`src/rtl/lsu_pkg.sv`:
```
// Shared definitions for the load/store RAM master.
// Provides the RV32 funct3 encodings, the FSM state type, the access-size
// type and small helpers that decode size and alignment from funct3/address.
package lsu_pkg;

  localparam logic [2:0] F3_LB  = 3'b000;
  localparam logic [2:0] F3_LH  = 3'b001;
  localparam logic [2:0] F3_LW  = 3'b010;
  localparam logic [2:0] F3_LBU = 3'b100;
  localparam logic [2:0] F3_LHU = 3'b101;
  localparam logic [2:0] F3_SB  = 3'b000;
  localparam logic [2:0] F3_SH  = 3'b001;
  localparam logic [2:0] F3_SW  = 3'b010;

  typedef enum logic [1:0] {
    ST_IDLE   = 2'd0,
    ST_ACCESS = 2'd1,
    ST_DATA   = 2'd2
  } state_t;

  typedef enum logic [1:0] {
    SZ_B = 2'd0,
    SZ_H = 2'd1,
    SZ_W = 2'd2
  } size_t;

  // Loads and stores share the size decode: funct3[1:0] picks the size and
  // every unlisted encoding collapses to a full word.
  function automatic size_t access_size(input logic [2:0] f3);
    case (f3[1:0])
      F3_SB[1:0]: return SZ_B;
      F3_SH[1:0]: return SZ_H;
      default:    return SZ_W;
    endcase
  endfunction

  function automatic logic is_misaligned(input size_t sz, input logic [1:0] lo);
    case (sz)
      SZ_B:    return 1'b0;
      SZ_H:    return lo[0];
      default: return lo != 2'b00;
    endcase
  endfunction

  // Low address bits after forcing natural alignment for the access size.
  function automatic logic [1:0] align_lo(input size_t sz, input logic [1:0] lo);
    case (sz)
      SZ_B:    return lo;
      SZ_H:    return {lo[1], 1'b0};
      default: return 2'b00;
    endcase
  endfunction

endpackage

```
`src/rtl/lsu_load_fmt.sv`:
```
// Load data formatter (combinational).
// Selects the byte/half/word lane from a RAM word and sign- or zero-extends it.
//  rdata    in  32  raw RAM read word
//  addr_lo  in  2   byte offset of the load
//  funct3   in  3   RV32 load funct3 (bit 2 = unsigned)
//  result   out 32  extended load result
module lsu_load_fmt
  import lsu_pkg::*;
(
  input  logic [31:0] rdata,
  input  logic [1:0]  addr_lo,
  input  logic [2:0]  funct3,
  output logic [31:0] result
);

  logic [7:0]  byte_sel;
  logic [15:0] half_sel;

  always_comb begin
    byte_sel = rdata[{addr_lo, 3'b000} +: 8];
    half_sel = addr_lo[1] ? rdata[31:16] : rdata[15:0];
    case (access_size(funct3))
      SZ_B:    result = funct3[2] ? {24'h0, byte_sel} : {{24{byte_sel[7]}}, byte_sel};
      SZ_H:    result = funct3[2] ? {16'h0, half_sel} : {{16{half_sel[15]}}, half_sel};
      default: result = rdata;
    endcase
  end

endmodule

```
`src/rtl/lsu_ram_master.sv`:
```
// Load/store initiator between the memory stage and a byte-lane data RAM
// with 1-cycle synchronous read latency.
// Optional feature macro: LSU_MISALIGN_EXC_EN (misaligned requests complete
// immediately with rsp_exc_o=1 instead of being force-aligned).
//  clk, rst                 clock, async active-high reset
//  req_valid_i/req_ready_o  request handshake (ready only in IDLE)
//  req_we_i, req_funct3_i   store/load select and RV32 funct3
//  req_addr_i, req_wdata_i  byte address and right-aligned store data
//  req_rd_i                 destination tag, echoed on rsp_rd_o
//  rsp_valid_o              1-cycle completion pulse with rsp_rdata_o/rsp_rd_o/rsp_exc_o
//  ram_wen_o/ram_w_addr_o/ram_w_data_o  RAM write port
//  ram_ren_o/ram_r_addr_o/ram_r_data_i  RAM read port
module lsu_ram_master
  import lsu_pkg::*;
#(
  parameter int unsigned AW   = 32,
  parameter int unsigned DW   = 32,
  parameter int unsigned RD_W = 5
) (
  input  logic            clk,
  input  logic            rst,
  input  logic            req_valid_i,
  output logic            req_ready_o,
  input  logic            req_we_i,
  input  logic [2:0]      req_funct3_i,
  input  logic [AW-1:0]   req_addr_i,
  input  logic [DW-1:0]   req_wdata_i,
  input  logic [RD_W-1:0] req_rd_i,
  output logic            rsp_valid_o,
  output logic [DW-1:0]   rsp_rdata_o,
  output logic [RD_W-1:0] rsp_rd_o,
  output logic            rsp_exc_o,
  output logic [3:0]      ram_wen_o,
  output logic [AW-1:0]   ram_w_addr_o,
  output logic [DW-1:0]   ram_w_data_o,
  output logic            ram_ren_o,
  output logic [AW-1:0]   ram_r_addr_o,
  input  logic [DW-1:0]   ram_r_data_i
);

  state_t          state;
  logic            we_q;
  logic [2:0]      f3_q;
  logic [1:0]      lo_q;
  logic [RD_W-1:0] rd_q;

  size_t           req_size;
  logic [1:0]      req_lo;
  logic [AW-1:0]   req_addr_al;
  logic [3:0]      st_wen;
  logic [DW-1:0]   st_data;
  logic [DW-1:0]   ld_result;
  logic            accept;

  assign accept = req_valid_i & req_ready_o;

  // Request decode: aligned address plus store lane strobes/replicated data.
  always_comb begin
    req_size    = access_size(req_funct3_i);
    req_lo      = align_lo(req_size, req_addr_i[1:0]);
    req_addr_al = {req_addr_i[AW-1:2], req_lo};
    case (req_size)
      SZ_B: begin
        st_wen  = 4'b0001 << req_addr_i[1:0];
        st_data = {4{req_wdata_i[7:0]}};
      end
      SZ_H: begin
        st_wen  = 4'b0011 << {req_addr_i[1], 1'b0};
        st_data = {2{req_wdata_i[15:0]}};
      end
      default: begin
        st_wen  = 4'b1111;
        st_data = req_wdata_i;
      end
    endcase
  end

  lsu_load_fmt u_load_fmt (
    .rdata   (ram_r_data_i),
    .addr_lo (lo_q),
    .funct3  (f3_q),
    .result  (ld_result)
  );

`ifdef LSU_MISALIGN_EXC_EN
  logic req_misaligned;
  logic rsp_exc_q;
  assign req_misaligned = is_misaligned(req_size, req_addr_i[1:0]);
  assign rsp_exc_o      = rsp_exc_q;
`else
  assign rsp_exc_o      = 1'b0;
`endif

  // FSM, request registers, RAM strobes and response registers.
  // Strobes are loaded on the accept edge so they are visible during ACCESS
  // and fall back to 0 on every other cycle.
  always_ff @(posedge clk or posedge rst) begin
    if (rst) begin
      state        <= ST_IDLE;
      req_ready_o  <= 1'b0;
      we_q         <= 1'b0;
      f3_q         <= 3'b000;
      lo_q         <= 2'b00;
      rd_q         <= '0;
      rsp_valid_o  <= 1'b0;
      rsp_rdata_o  <= '0;
      rsp_rd_o     <= '0;
      ram_wen_o    <= 4'b0000;
      ram_w_addr_o <= '0;
      ram_w_data_o <= '0;
      ram_ren_o    <= 1'b0;
      ram_r_addr_o <= '0;
`ifdef LSU_MISALIGN_EXC_EN
      rsp_exc_q    <= 1'b0;
`endif
    end else begin
      rsp_valid_o  <= 1'b0;
      ram_wen_o    <= 4'b0000;
      ram_w_addr_o <= '0;
      ram_w_data_o <= '0;
      ram_ren_o    <= 1'b0;
      ram_r_addr_o <= '0;
      case (state)
        ST_IDLE: begin
          req_ready_o <= 1'b1;
          if (accept) begin
            we_q <= req_we_i;
            f3_q <= req_funct3_i;
            lo_q <= req_lo;
            rd_q <= req_rd_i;
`ifdef LSU_MISALIGN_EXC_EN
            if (req_misaligned) begin
              rsp_valid_o <= 1'b1;
              rsp_rdata_o <= '0;
              rsp_rd_o    <= req_rd_i;
              rsp_exc_q   <= 1'b1;
            end else
`endif
            begin
              state       <= ST_ACCESS;
              req_ready_o <= 1'b0;
              if (req_we_i) begin
                ram_wen_o    <= st_wen;
                ram_w_addr_o <= req_addr_al;
                ram_w_data_o <= st_data;
              end else begin
                ram_ren_o    <= 1'b1;
                ram_r_addr_o <= req_addr_al;
              end
            end
          end
        end
        ST_ACCESS: begin
          if (we_q) begin
            state       <= ST_IDLE;
            req_ready_o <= 1'b1;
            rsp_valid_o <= 1'b1;
            rsp_rdata_o <= '0;
            rsp_rd_o    <= rd_q;
`ifdef LSU_MISALIGN_EXC_EN
            rsp_exc_q   <= 1'b0;
`endif
          end else begin
            state <= ST_DATA;
          end
        end
        ST_DATA: begin
          // RAM word is valid this cycle; format and register it.
          state       <= ST_IDLE;
          req_ready_o <= 1'b1;
          rsp_valid_o <= 1'b1;
          rsp_rdata_o <= ld_result;
          rsp_rd_o    <= rd_q;
`ifdef LSU_MISALIGN_EXC_EN
          rsp_exc_q   <= 1'b0;
`endif
        end
        default: begin
          state       <= ST_IDLE;
          req_ready_o <= 1'b0;
        end
      endcase
    end
  end

endmodule
```
`config.mk`:
```
export PLATFORM = sky130hd
export DESIGN_NAME = lsu_ram_master
export DESIGN_NICKNAME = d
export VERILOG_FILES = /design/src/rtl/lsu_pkg.sv /design/src/rtl/lsu_load_fmt.sv /design/src/rtl/lsu_ram_master.sv
export SDC_FILE = /design/constraint.sdc
export NUM_CORES = 1
export LEC_CHECK = 0
export BUFFER_PORTS_ARGS = -buffer_cell sky130_fd_sc_hd__buf_2
export CAP_MARGIN = 20
export CELL_PAD_IN_SITES_DETAIL_PLACEMENT = 0
export CELL_PAD_IN_SITES_GLOBAL_PLACEMENT = 1
export CORE_MARGIN = 4
export CORE_UTILIZATION = 26
export CTS_CLUSTER_DIAMETER = 30
export DETAILED_ROUTE_END_ITERATION = 8
export HOLD_SLACK_MARGIN = 0.1
export PLACE_DENSITY_LB_ADDON = 0.1
export SYNTH_ARGS = -nofsm -noshare
export SYNTH_HDL_FRONTEND = slang
export SYNTH_SLANG_ARGS = --single-unit
```
`constraint.sdc`:
```
create_clock -name clk -period 4.8 [get_ports clk]
set_clock_uncertainty 0.05 [all_clocks]
set_input_delay 0.48 -clock clk [delete_from_list [all_inputs] [get_ports clk]]
set_output_delay 0.48 -clock clk [all_outputs]
set_load 0.01 [all_outputs]
```
==> impl.org, run 1 <==
** Hold path
- In this run the worst hold path is classified as in2async.

** Worst setup path
- The signal on the critical path passes through inv_1, ha_1, nor2b_2, nand2b_1, a2111o_1, o211ai_1.
- Arrival time of the worst setup path :: 3.14 ns
- Delay of the slowest critical-path stage :: 0.79 ns
- In this run the worst setup path begins at state[1].
- The worst setup path is launched from a flop.
- For flop-to-flop paths, the worst setup slack is 1.86 ns.
- Worst setup EP type :: flop
- Buffers & Inverters on Critical Path :: 1
- The worst setup path is of the reg2reg kind.
- In this run the critical register-to-register path is captured at rsp_rdata_o[24].
- Critical path's top delay family :: adder cells
- Slowest cell on crit path :: ha_1
- Data required time at the worst endpoint :: 5.00 ns
- Along the worst path, the maximum fanout reaches 21.
- R2R Path Start :: state[1]
- The worst register-to-register path has a depth of 6.

** Finish
- Layout cells sized above 1 :: 0.380
- The library cell used most frequently in the layout, excluding fill and tap cells, is buf_2.
- From synthesis to final layout, the design area changed by 33.0%.
- Most frequent cells in the layout :: buf_2, dfrtp_1, and2_1
- Post-route insts no fill :: 1150
- Number of nets in the layout :: 923

** CTS
- Clock-pin slew was measured on the worst setup and hold paths at 0.07 ns.
- CTS-repair resized insts :: 0
- Clock root cell :: clkbuf_16
- Clock Latency Late Sink :: 0.41 ns
- Clock tree from TritonCTS :: done
- The H-tree generated during clock tree synthesis spans 4 levels.
- Number of buffers inserted by post-CTS setup repair :: 0
- Number of buffers inserted during clock tree synthesis :: 17
- The clock passes through at most 2 buffers.
- TritonCTS sink count :: 153
- Number of hold buffers added after cts :: 0

** Synthesis
- Synthesis handed over a netlist of 579 instances.
- Syn nets :: 691
- After synthesis, the mean cell area works out to 11.2 µm².
- Netlist area before placement :: 6490 µm²
- Async set or reset register ratio after synthesis :: 1.00
- Combinational family with the most area after synthesis :: simple AND/OR/NAND/NOR gates
- Area fraction in compound gates after synthesis :: 0.131
- Count of distinct cell types in the synthesized netlist :: 42
- For this run, the register share of the synthesized area comes to 0.590.
- Synth Area in Adders :: 0.00771
- The portion of synthesized area spent on multiplexers is 0.0734.
- Post-synthesis share of cell area spent on xor and xnor gates :: 0
- Count of synthesis-stage warnings from yosys :: 0
- Counting flops with a built-in enable in the synthesized netlist gives 0.
- In this run, synthesis produced a sequential element count of 153.
- The most used flip-flop cell after synthesis is dfrtp_1.
- Share of synthesized cell area in and, or, nand and nor gates :: 0.166

** Pwr
- Int Power :: 0.00283 W
- Of the total power, the share spent switching nets is 0.345.
- Worst vdd rail ir drop :: 240 µV
- Total power :: 0.00432 W
- In this run the power spent charging and discharging nets is 0.00149 W.
- Relative contribution of the clock network to total power :: 0.319
- For this design the ratio of total power to cell area is 500 nW/µm².
- Leak Pwr :: 4.59 nW
- Seq pwr share :: 0.405
- Combinational share of power :: 0.276

** Die
- I/O pins :: 249
- Die footprint :: 27600 µm²
- Std-Cell Rows :: 57
- The die is 166 µm wide.
- Chip Height :: 166 µm
- Effective utilization at floorplan :: 0.265
- Total core area :: 24500 µm²

** Timing
- Final Slew Violations :: 0
- Measured against its own limit, the worst slew margin works out to 0.358.
- Count of final setup violators :: 0
- Adding up every negative setup slack in the final design gives 0 ns.
- Upper clock frequency limit :: 0.340 GHz
- The final number of hold-violating endpoints is 0.
- At the pin with the least slew margin, the transition time is 0.963 ns.
- Tmin final :: 2.94 ns
- Setup repair after global routing missed its margin :: no
- Of the available clock period, the critical path in the final layout requires 0.613.

** Route
- Summing over every cut layer, the via total after detailed routing is 5203.
- Number of optimization iterations in the first detailed-route pass :: 6
- In this run, the number of DRC markers left after iteration 0 of detailed routing was 210.
- After detailed routing, the number of remaining DRC violations is 0.
- Antenna-violating nets left :: 0
- Dividing the detail-routed via count by the number of cells gives 4.52.
- Routed wire length :: 20.8 mm
- After detailed routing, the average wire length per cell comes to 18.1 µm.

** Placed design
- Number of placed instances with taps included :: 1116
- Port Buffers :: 247
- HPWL Detailed :: 15.0 mm
- Weighted congestion at the end of routability-driven global placement :: 0.736

** GRT
- Vias in the first global route :: 5538
- Global-route wire length before repair :: 32.5 mm
- Pin count of the biggest net entering global routing :: 74
- Overflow left after global routing :: 0
- GRT Resource Usage Total :: 0.149
- The initial antenna violation count was 4.

** Job
- Maximum capacitance violations :: 0

** Status
- Outcome :: finished clean
## worst reg2reg max path: cells and delay by family (launching register included)
kind | cells | cell delay, ns
AO/OA/AOI/OAI | 2 | 0.78
adder cells (fa/ha/maj) | 1 | 0.79
buffers and inverters | 1 | 0.10
flip-flops | 1 | 0.40
AND/OR/NAND/NOR | 2 | 0.66
## logic make-up after synthesis
| kind of cell | count (synthesis) |
|---|---|
| adders and majority gates | 4 |
| AOI/OAI and AO/OA | 126 |
| other | 1 |
| DFF | 153 |
| muxes | 44 |
| buffers and inverters | 49 |
| and+or+nand+nor | 202 |
## cell usage after synthesis (8+ instances only)
| cell type | number | area share |
|---|---|---|
| nor2_1 | 30 | 0.017 |
| a32oi_1 | 18 | 0.024 |
| mux2_2 | 14 | 0.024 |
| dfrtp_1 | 153 | 0.59 |
| a22oi_1 | 13 | 0.015 |
| mux2i_1 | 24 | 0.037 |
| o21ai_0 | 16 | 0.012 |
| o21a_1 | 8 | 0.0092 |
| and2_1 | 69 | 0.066 |
| clkbuf_1 | 34 | 0.020 |
| nor2b_1 | 31 | 0.030 |
| nand2_1 | 56 | 0.032 |
| a21oi_1 | 40 | 0.031 |
## per-layer routing
| layer | vias up | GRT usage | routed length, µm |
|---|---|---|---|
| met5 | - | 0 | 48 |
| li1 | 2453 | - | - |
| met4 | 8 | 0.0395 | 291 |
| met2 | 163 | 0.242 | 9910 |
| met1 | 2555 | 0.178 | 8540 |
| met3 | 24 | 0.0724 | 1970 |
## worst max-delay path by stage
stage                                 end  slack (ns)  cells past startpoint
after floorplan                   f3_q[0]        0.15                      1
after detailed placement  rsp_rdata_o[24]        1.83                      6
after CTS                 rsp_rdata_o[24]        1.82                      6
final                     rsp_rdata_o[24]        1.86                      6
after global placement    rsp_rdata_o[21]        1.94                      6
after global routing      rsp_rdata_o[24]        1.67                      6
## flip-flops by register name, summed over array words and instances (netlist names), 2 cells and up
signal / flops
lo_q: 2
ram_wen_o: 4
rd_q: 5
ram_w_data_o: 32
f3_q: 3
rsp_rdata_o: 32
ram_r_addr_o: 32
state: 2
rsp_rd_o: 5
ram_w_addr_o: 32
## power groups by stage
stage / combinational [W] / sequential (W) / clock [W]
finish: 0.00119 / 0.00175 / 0.00138
global route: 0.00134 / 0.00179 / 0.00148
floorplan: 0.000747 / 0.00175 / 0
CTS: 0.00123 / 0.00175 / 0.00143
detailed placement: 0.00122 / 0.00177 / 0
global placement: 0.00121 / 0.00177 / 0
## final cells by class
class,count,area (µm²)
diodes,2,5.00
clock buffers,17,425
repair buffers,255,1300
flip-flops and latches,153,3830
clock inverters,15,176
fillers,2543,15800
multi-input cells,377,2470
well taps,324,405
inverters,7,31.3
## per-stage QoR
step	utilization	setup WS (ns)	instance area (µm²)	hold WS, ns
final	0.353	1.86	8630	0.127
after global routing	0.353	1.67	8630	0.185
after CTS	0.353	1.82	8630	0.146
after detailed placement	0.328	1.83	8030	0.419
after global placement	0.328	1.94	8030	0.421
after floorplan	-	0.149	6490	0.402
Note: power is estimated with default switching activity, not from simulation.
==> run 2, diff against run 1 <==
Clock period 4.8 ns to 3 ns, I/O delays scaled along.
==> run 2 against run 1 <==
Effect of this change: via count up 7.5%; largest cell class unchanged; highest routed layer unchanged; core utilization up 3.6 points; global-route usage up 0.79 points; largest power group unchanged; final cell count up 7.4%; critical endpoint is now rsp_rdata_o[21]; sequential power up 56%.
==> impl.org, run 2 (synthesis results as in run 1) <==
** GRT
- The pin count of the biggest net entering global routing came to 39 (was 74).
- The via count of the first global-routing pass came to 5985 (was 5538).
- The remaining global-route overflow was 0 (unchanged).
- GRT Resource Usage Total :: 0.157 (was 0.149)
- The wire length of the first global-routing pass was 34.5 mm (was 32.5 mm).
- The initial antenna violation count came to 2 (was 4).

** Finish
- Number of nets in the layout :: 1010 (was 923)
- The final cell area excluding filler cells is 9520 µm² (was 8630 µm²).
- Layout cells sized above 1 :: 0.353 (was 0.380)
- The share of the core filled with cells in the final layout is 0.389 (was 0.353).
- Synth-to-layout area growth :: 46.6% (was 33.0%)
- The number of fillers in the final layout was 2449 (was 2543).
- The commonest non-fill, non-tap cell in the layout is buf_2 (unchanged).
- Most frequent cells in the layout :: buf_2, dfrtp_1, dlygate4sd3_1 (was buf_2, dfrtp_1, and2_1)
- The number of inserted diodes is 0 (was 2).
- The count of placed standard cells in the final layout, fillers left out is 1235 (was 1150).

** Worst setup path
- The last element of the critical path was rsp_rdata_o[21] (was rsp_rdata_o[24]).
- Critical path class :: reg2reg (unchanged)
- Launch point of the critical path :: we_q (was state[1])
- RR Endpoint :: rsp_rdata_o[21] (was rsp_rdata_o[24])
- Cells along the critical path: nor2b_1, buf_4, nand2b_1, a2111o_1, o211ai_1 (was inv_1, ha_1, nor2b_2, nand2b_1, a2111o_1, o211ai_1).
- Buffers & Inverters on Critical Path :: 1 (unchanged)
- Delay of the slowest critical-path stage :: 0.88 ns (was 0.79 ns)
- The arrival time of data at the critical path endpoint is 2.78 ns (was 3.14 ns).
- Worst setup EP type :: flop (unchanged)
- R2R Path Start :: we_q (was state[1])
- The minimum setup slack among reg-to-reg paths is 0.51 ns (was 1.86 ns).
- Logic depth of the worst path, buffers included :: 5 (was 6)
- The critical-path maximum fanout is 21 (unchanged).
- Slowest cell on crit path :: dfrtp_1 (was ha_1)
- The critical path startpoint category is a flop (unchanged).
- FF-to-FF path depth :: 5 (was 6)
- Data required time at the worst endpoint :: 3.28 ns (was 5.00 ns)
- The dominant delay contributor by cell family on the critical path was compound AO/OA/AOI/OAI gates (was adder cells).

** Timing
- The upper clock frequency limit is 0.401 GHz (was 0.340 GHz).
- The setup-violating endpoint count in the final report is 0 (unchanged).
- Setup repair after global routing missed its margin: no (unchanged).
- Number of failing hold endpoints at the final stage :: 0 (unchanged)
- Summed negative setup slack over all endpoints :: 0 ns (unchanged)
- The period utilization came to 0.832 (was 0.613).
- The minimum clock period after layout is 2.49 ns (was 2.94 ns).
- Actual slew at the worst max-slew pin :: 0.940 ns (was 0.963 ns)
- Final Slew Violations :: 0 (unchanged)
- Tightest slew margin relative to the limit :: 0.372 (was 0.358)

** Placed design
- The global placer's final weighted congestion is 0.806 (was 0.736).
- The post-detailed-placement half-perimeter wirelength was 15.6 mm (was 15.0 mm).
- Area post-placement :: 8150 µm² (was 8030 µm²)
- Port Buffers :: 247 (unchanged)
- The placed instance count was 1126 (was 1116).

** CTS
- The clock slew seen by the registers of the worst setup and hold paths was 0.07 ns (about the same).
- Clock root cell :: clkbuf_16 (unchanged)
- Clock Latency Late Sink :: 0.41 ns (about the same)
- CTS-repair resized insts :: 0 (unchanged)
- The post-cts hold buffer count was 77 (was 0).
- The clock sink total came to 153 (unchanged).
- The level count of the clock H-tree came to 4 (unchanged).
- Clock tree buffer depth :: 2 (unchanged)
- Number of buffers inserted by post-CTS setup repair :: 0 (unchanged)
- The CTS tree was done (unchanged).
- Number of buffers inserted during clock tree synthesis :: 17 (unchanged)

** Die
- The die area is 27600 µm² (unchanged).
- The vertical die dimension was 166 µm (unchanged).
- The number of top-level pins came to 249 (unchanged).
- Std-Cell Rows :: 57 (unchanged)
- Total core area :: 24500 µm² (unchanged)
- The initial standard-cell utilization of the core came to 0.265 (unchanged).
- X dimension of the die :: 166 µm (unchanged)

** Pwr
- The leakage power total is 4.98 nW (was 4.59 nW).
- The power after layout is 0.00704 W (was 0.00432 W).
- The power density of the placed cells was 739 nW/µm² (was 500 nW/µm²).
- Worst vdd rail ir drop :: 319 µV (was 240 µV)

** Route
- Total number of vias :: 5592 (was 5203)
- Routed wire length :: 21.8 mm (was 20.8 mm)
- Post-detailed-route DRC marker count :: 0 (unchanged)
- Detailed-route wire length per cell :: 17.7 µm (was 18.1 µm)
- Amount of wire on met3 after detailed routing :: 2.11 mm (was 1.97 mm)
- Number of optimization iterations in the first detailed-route pass :: 4 (was 6)
- DRC violation total after the first TritonRoute iteration :: 300 (was 210)
- The wire length on met2 was 10.3 mm (was 9.91 mm).
- Via density per instance :: 4.53 (was 4.52)
- DRT met1 WL :: 9.07 mm (was 8.54 mm)
- The uppermost layer routed was met5 (unchanged).
- Antenna-violating nets left :: 0 (unchanged)

** Hold path
- The worst hold-check path type is in2reg (was in2async).

** Job
- Maximum capacitance violations :: 0 (unchanged)

** Status
- Outcome :: finished clean (unchanged)
==> run 2: power by group <==
part           switching, W  leakage (nW)  total, W  internal [W]
logic               0.00121          2.62   0.00216      0.000941
clock network       0.00103         0.291   0.00216       0.00113
registers          0.000287          2.07   0.00273       0.00244
==> run 2: final cells by class <==
cell class	count	area [µm²]	share of cell area
repair buffers	342	2190	0.230
well taps	324	405	0.0426
inverters	7	30.0	0.00315
clock buffers	17	425	0.0447
multi-input cells	377	2460	0.259
flip-flops and latches	153	3830	0.402
clock inverters	15	175	0.0184
==> run 2: worst min-delay path by stage <==
| stage | from | end | cells past startpoint |
|---|---|---|---|
| floorplan | req_we_i | ram_r_addr_o[0] | 1 |
| global placement | rd_q[4] | rsp_rd_o[4] | 1 |
| CTS | ram_r_data_i[29] | rsp_rdata_o[29] | 3 |
| detailed placement | rsp_rdata_o[6] | rsp_rdata_o[6] | 2 |
| finish | ram_r_data_i[29] | rsp_rdata_o[29] | 3 |
| global route | ram_r_data_i[29] | rsp_rdata_o[29] | 3 |
==> run 2: tightest hold or removal path, delay by kind of cell <==
family | cells | cell delay [ns]
buf+inv | 1 | 0.11
compound gates | 1 | 0.08
simple gates | 1 | 0.06
==> run 2: through the flow <==
| stage | setup slack [ns] | hold WS (ns) |
|---|---|---|
| 2_1_floorplan | 0.719 | 0.323 |
| 3_3_place_gp | 0.657 | 0.411 |
| 3_5_place_dp | 0.551 | 0.419 |
| 4_1_cts | 0.534 | 0.105 |
| 5_1_grt | 0.404 | 0.132 |
| 6_report | 0.505 | 0.129 |
==> run 2: per-layer routing <==
metal,global-route usage,vias to the layer above
met5,0,-
met4,0.0369,4
met3,0.0664,20
met2,0.256,220
met1,0.194,2721
li1,-,2627
==> run 3, diff against run 2 <==
Settings changed: ABC_AREA from default to 1.
Clock period 3 ns to 2.55 ns, I/O delays scaled along.
==> run 3 against run 2 <==
Effect of this change: wire length decreased by 7.1%; via count shrank 1.6%; power rose by 19%; die area down 4.9%; first-iteration DRC count down 23%; flip-flop and latch count did not move; non-clock buffer count is 8 lower; critical endpoint is now rsp_rdata_o[23]; largest power group unchanged.
==> impl.org, run 3 <==
** Status
- Outcome: finished clean (unchanged).

** Die
- The number of top-level pins is 249 (unchanged).
- Die footprint :: 26200 µm² (was 27600 µm²)
- Effective utilization at floorplan :: 0.263 (was 0.265)
- The floorplan core area came to 23400 µm² (was 24500 µm²).
- The total number of placement rows was 56 (was 57).
- X dimension of the die :: 162 µm (was 166 µm)
- Chip Height :: 162 µm (was 166 µm)

** Synthesis
- The number of synthesized flops with an enable pin was 0 (unchanged).
- Leading cell types by count after synthesis :: nand2_1, dfrtp_1, nor2_1, inv_1, a21oi_1 (was dfrtp_1, and2_1, nand2_1, a21oi_1, clkbuf_1)
- The number of flip-flops and latches in the synthesized netlist came to 153 (unchanged).
- The area of the mapped netlist was 6160 µm² (was 6490 µm²).
- Cell with the most instances after synthesis :: nand2_1 (was dfrtp_1)
- The area share of the largest cell type after synthesis was 0.622 (was 0.590).
- Sequential-to-total area share from yosys stat :: 0.622 (was 0.590)
- Count of synthesis-stage warnings from yosys :: 0 (unchanged)
- Number of instances in the synthesized netlist :: 686 (was 579)
- Leading post-synthesis cells by cell area :: dfrtp_1, nand2_1, nor2_1, inv_1, a21oi_1 (was dfrtp_1, and2_1, mux2i_1, nand2_1, a21oi_1)
- The dominant synthesized flop cell was dfrtp_1 (unchanged).
- Synthesized area divided by synthesized cell count :: 8.98 µm² (was 11.2 µm²)
- Cell taking the most area after synthesis :: dfrtp_1 (unchanged)
- Syn nets :: 798 (was 691)
- The distinct cell type count after synthesis is 31 (was 42).
- Async set or reset register ratio after synthesis :: 1.00 (unchanged)

** CTS
- CTS-repair resized insts :: 0 (unchanged)
- CTS clock-pin slew for the worst setup and hold paths :: 0.07 ns (about the same)
- The CTS buffer count is 17 (unchanged).
- Clock tree from TritonCTS :: done (unchanged)
- The maximum buffer depth of the clock tree was 2 (unchanged).
- The master cell of the clock root buffer is clkbuf_16 (unchanged).
- The level count of the clock H-tree is 4 (unchanged).
- The clock sink total is 153 (unchanged).
- The insertion delay of the later-clocked pin in the worst-skew pair is 0.42 ns (was 0.41 ns).

** Route
- Antenna-violating nets left :: 0 (unchanged)
- Detailed-route wire length per cell :: 15.1 µm (was 17.7 µm)
- The wire length after detailed routing is 20.3 mm (was 21.8 mm).
- The vias after detailed routing is 5503 (was 5592).
- The number of vias per cell after detailed routing is 4.10 (was 4.53).
- The number of iterations in the first detailed-routing pass was 4 (unchanged).
- DRC violation total after the first TritonRoute iteration :: 230 (was 300)
- Post-detailed-route DRC marker count :: 0 (unchanged)

** Worst setup path
- The worst reg-to-reg path cell count came to 9 (was 5).
- The minimum setup slack among reg-to-reg paths was 0.60 ns (was 0.51 ns).
- Arrival time of the worst setup path :: 2.21 ns (was 2.78 ns)
- The kind of end point of the critical path is a flop (unchanged).
- Data required time at the worst endpoint :: 2.81 ns (was 3.28 ns)
- The critical path startpoint category was a flop (unchanged).
- The critical path start-end classification was reg2reg (unchanged).
- The critical-path maximum fanout came to 17 (was 21).

** Pwr
- Leak Pwr :: 5.30 nW (was 4.98 nW)
- The power density of the placed cells was 916 nW/µm² (was 739 nW/µm²).
- Worst vdd rail ir drop :: 407 µV (was 319 µV)

** GRT
- The initial antenna violation count is 0 (was 2).
- The wire length of the first global-routing pass is 32.4 mm (was 34.5 mm).
- Vias in the first global route :: 5819 (was 5985)
- The overall global routing resource usage is 0.158 (was 0.157).
- Overflow left after global routing :: 0 (unchanged)
- The pin count of the biggest net entering global routing came to 38 (was 39).

** Hold path
- The number of stages on the worst hold path came to 5 (was 3).
- Worst min-delay path category :: in2reg (unchanged)

** Finish
- Sequential standard cell area :: 3830 µm² (unchanged)
- The number of fillers in the final layout came to 2456 (was 2449).
- The fraction of final layout cells sized beyond drive strength 1 came to 0.321 (was 0.353).
- Final standard cell utilization of the core :: 0.390 (was 0.389)
- The commonest non-fill, non-tap cell in the layout is buf_2 (unchanged).
- The number of inserted diodes was 0 (unchanged).
- Footprint of the multi-input gates :: 1900 µm² (was 2460 µm²)
- The final layout net count is 1122 (was 1010).
- Synth-to-layout area growth :: 48.3% (was 46.6%)
- Most frequent cells in the layout :: buf_2, nand2_1, dfrtp_1 (was buf_2, dfrtp_1, dlygate4sd3_1)

** Timing
- Tightest slew margin relative to the limit :: 0.466 (was 0.372)
- The final-layout setup total negative slack is 0 ns (unchanged).
- Setup repair after global routing missed its margin :: no (unchanged)
- The setup-violating endpoint count in the final report was 0 (unchanged).
- The max-slew violation total from the final report came to 0 (unchanged).
- Upper clock frequency limit :: 0.513 GHz (was 0.401 GHz)
- The worst-margin pin slew is 0.799 ns (was 0.940 ns).
- Post-route fraction of the period consumed by the critical path :: 0.764 (was 0.832)
- The minimum clock period after layout was 1.95 ns (was 2.49 ns).
- The final number of hold-violating endpoints was 0 (unchanged).

** Placed design
- The post-detailed-placement half-perimeter wirelength was 15.1 mm (was 15.6 mm).
- Port Buffers :: 247 (unchanged)
- The global placer's final weighted congestion was 0.748 (was 0.806).

** Job
- Maximum capacitance violations :: 0 (unchanged)
[run 3: logic make-up after synthesis]
family | after synthesis | synth area share
AOI/OAI and AO/OA | 57 | 0.0494
adders and majority gates | 4 | 0.00813
buffers and inverters | 102 | 0.0707
DFF | 153 | 0.622
other | 1 | 0.000609
and+or+nand+nor | 369 | 0.250
[run 3: critical path, cell delays in order (launching register included)]
cell     delay [ns]
dfrtp_1        0.69
inv_4          0.17
nand2_1        0.12
nand2_2        0.08
nand2_4        0.08
nand2_4        0.05
nand2_4        0.11
nand3_4        0.27
nand2_1        0.14
nand2_1        0.06
[run 3: final timing paths]
check | start | endpoint
max | lo_q[1] | rsp_rdata_o[23]
min | ram_r_data_i[3] | rsp_rdata_o[3]
max reg2reg | lo_q[1] | rsp_rdata_o[23]
min reg2reg | rd_q[1] | rd_q[1]
max in group asynchronous | rst | ram_w_addr_o[19]
min in group asynchronous | rst | ram_w_data_o[19]
[run 3: power by group]
group	internal [W]	leakage (nW)	total, W	switching, W
Sequential	0.00289	2.07	0.00317	0.000280
Combinational	0.000918	2.94	0.00258	0.00166
Clock	0.00148	0.291	0.00262	0.00113
Total	0.00530	5.30	0.00837	0.00307
[run 3: area by class of cell]
cell class,count,share of cell area
Sequential cell,153,0.419
Timing Repair Buffer,334,0.232
Multi-Input combinational cell,431,0.208
Clock buffer,17,0.0466
Tap cell,319,0.0437
Inverter,73,0.0315
Clock inverter,14,0.0197
[run 3: through the flow]
step	hold WS (ns)	power [W]	worst slack (ns)	cells	cell area, µm²
after detailed placement	0.410	0.00579	0.564	1239	7820
final	0.124	0.00837	0.601	1341	9140
after CTS	0.102	0.00856	0.550	1341	9140
after global routing	0.131	0.00898	0.415	1341	9140
after global placement	0.407	0.00580	0.586	1239	7820
after floorplan	0.271	0.00485	0.314	686	6160
[run 3: repair_timing]
item,CTS,global route
endpoints found under the hold margin,125,0
hold buffers,71,0
setup buffers,0,0
[run 3: layer usage]
layer	part of all wire	vias up	track usage	routed length, µm
met3	0.090	19	0.0652	1820
met1	0.42	2563	0.197	8570
met4	0.014	0	0.0415	279
met2	0.47	178	0.255	9590
met5	0	-	0	0
li1	-	2743	-	-
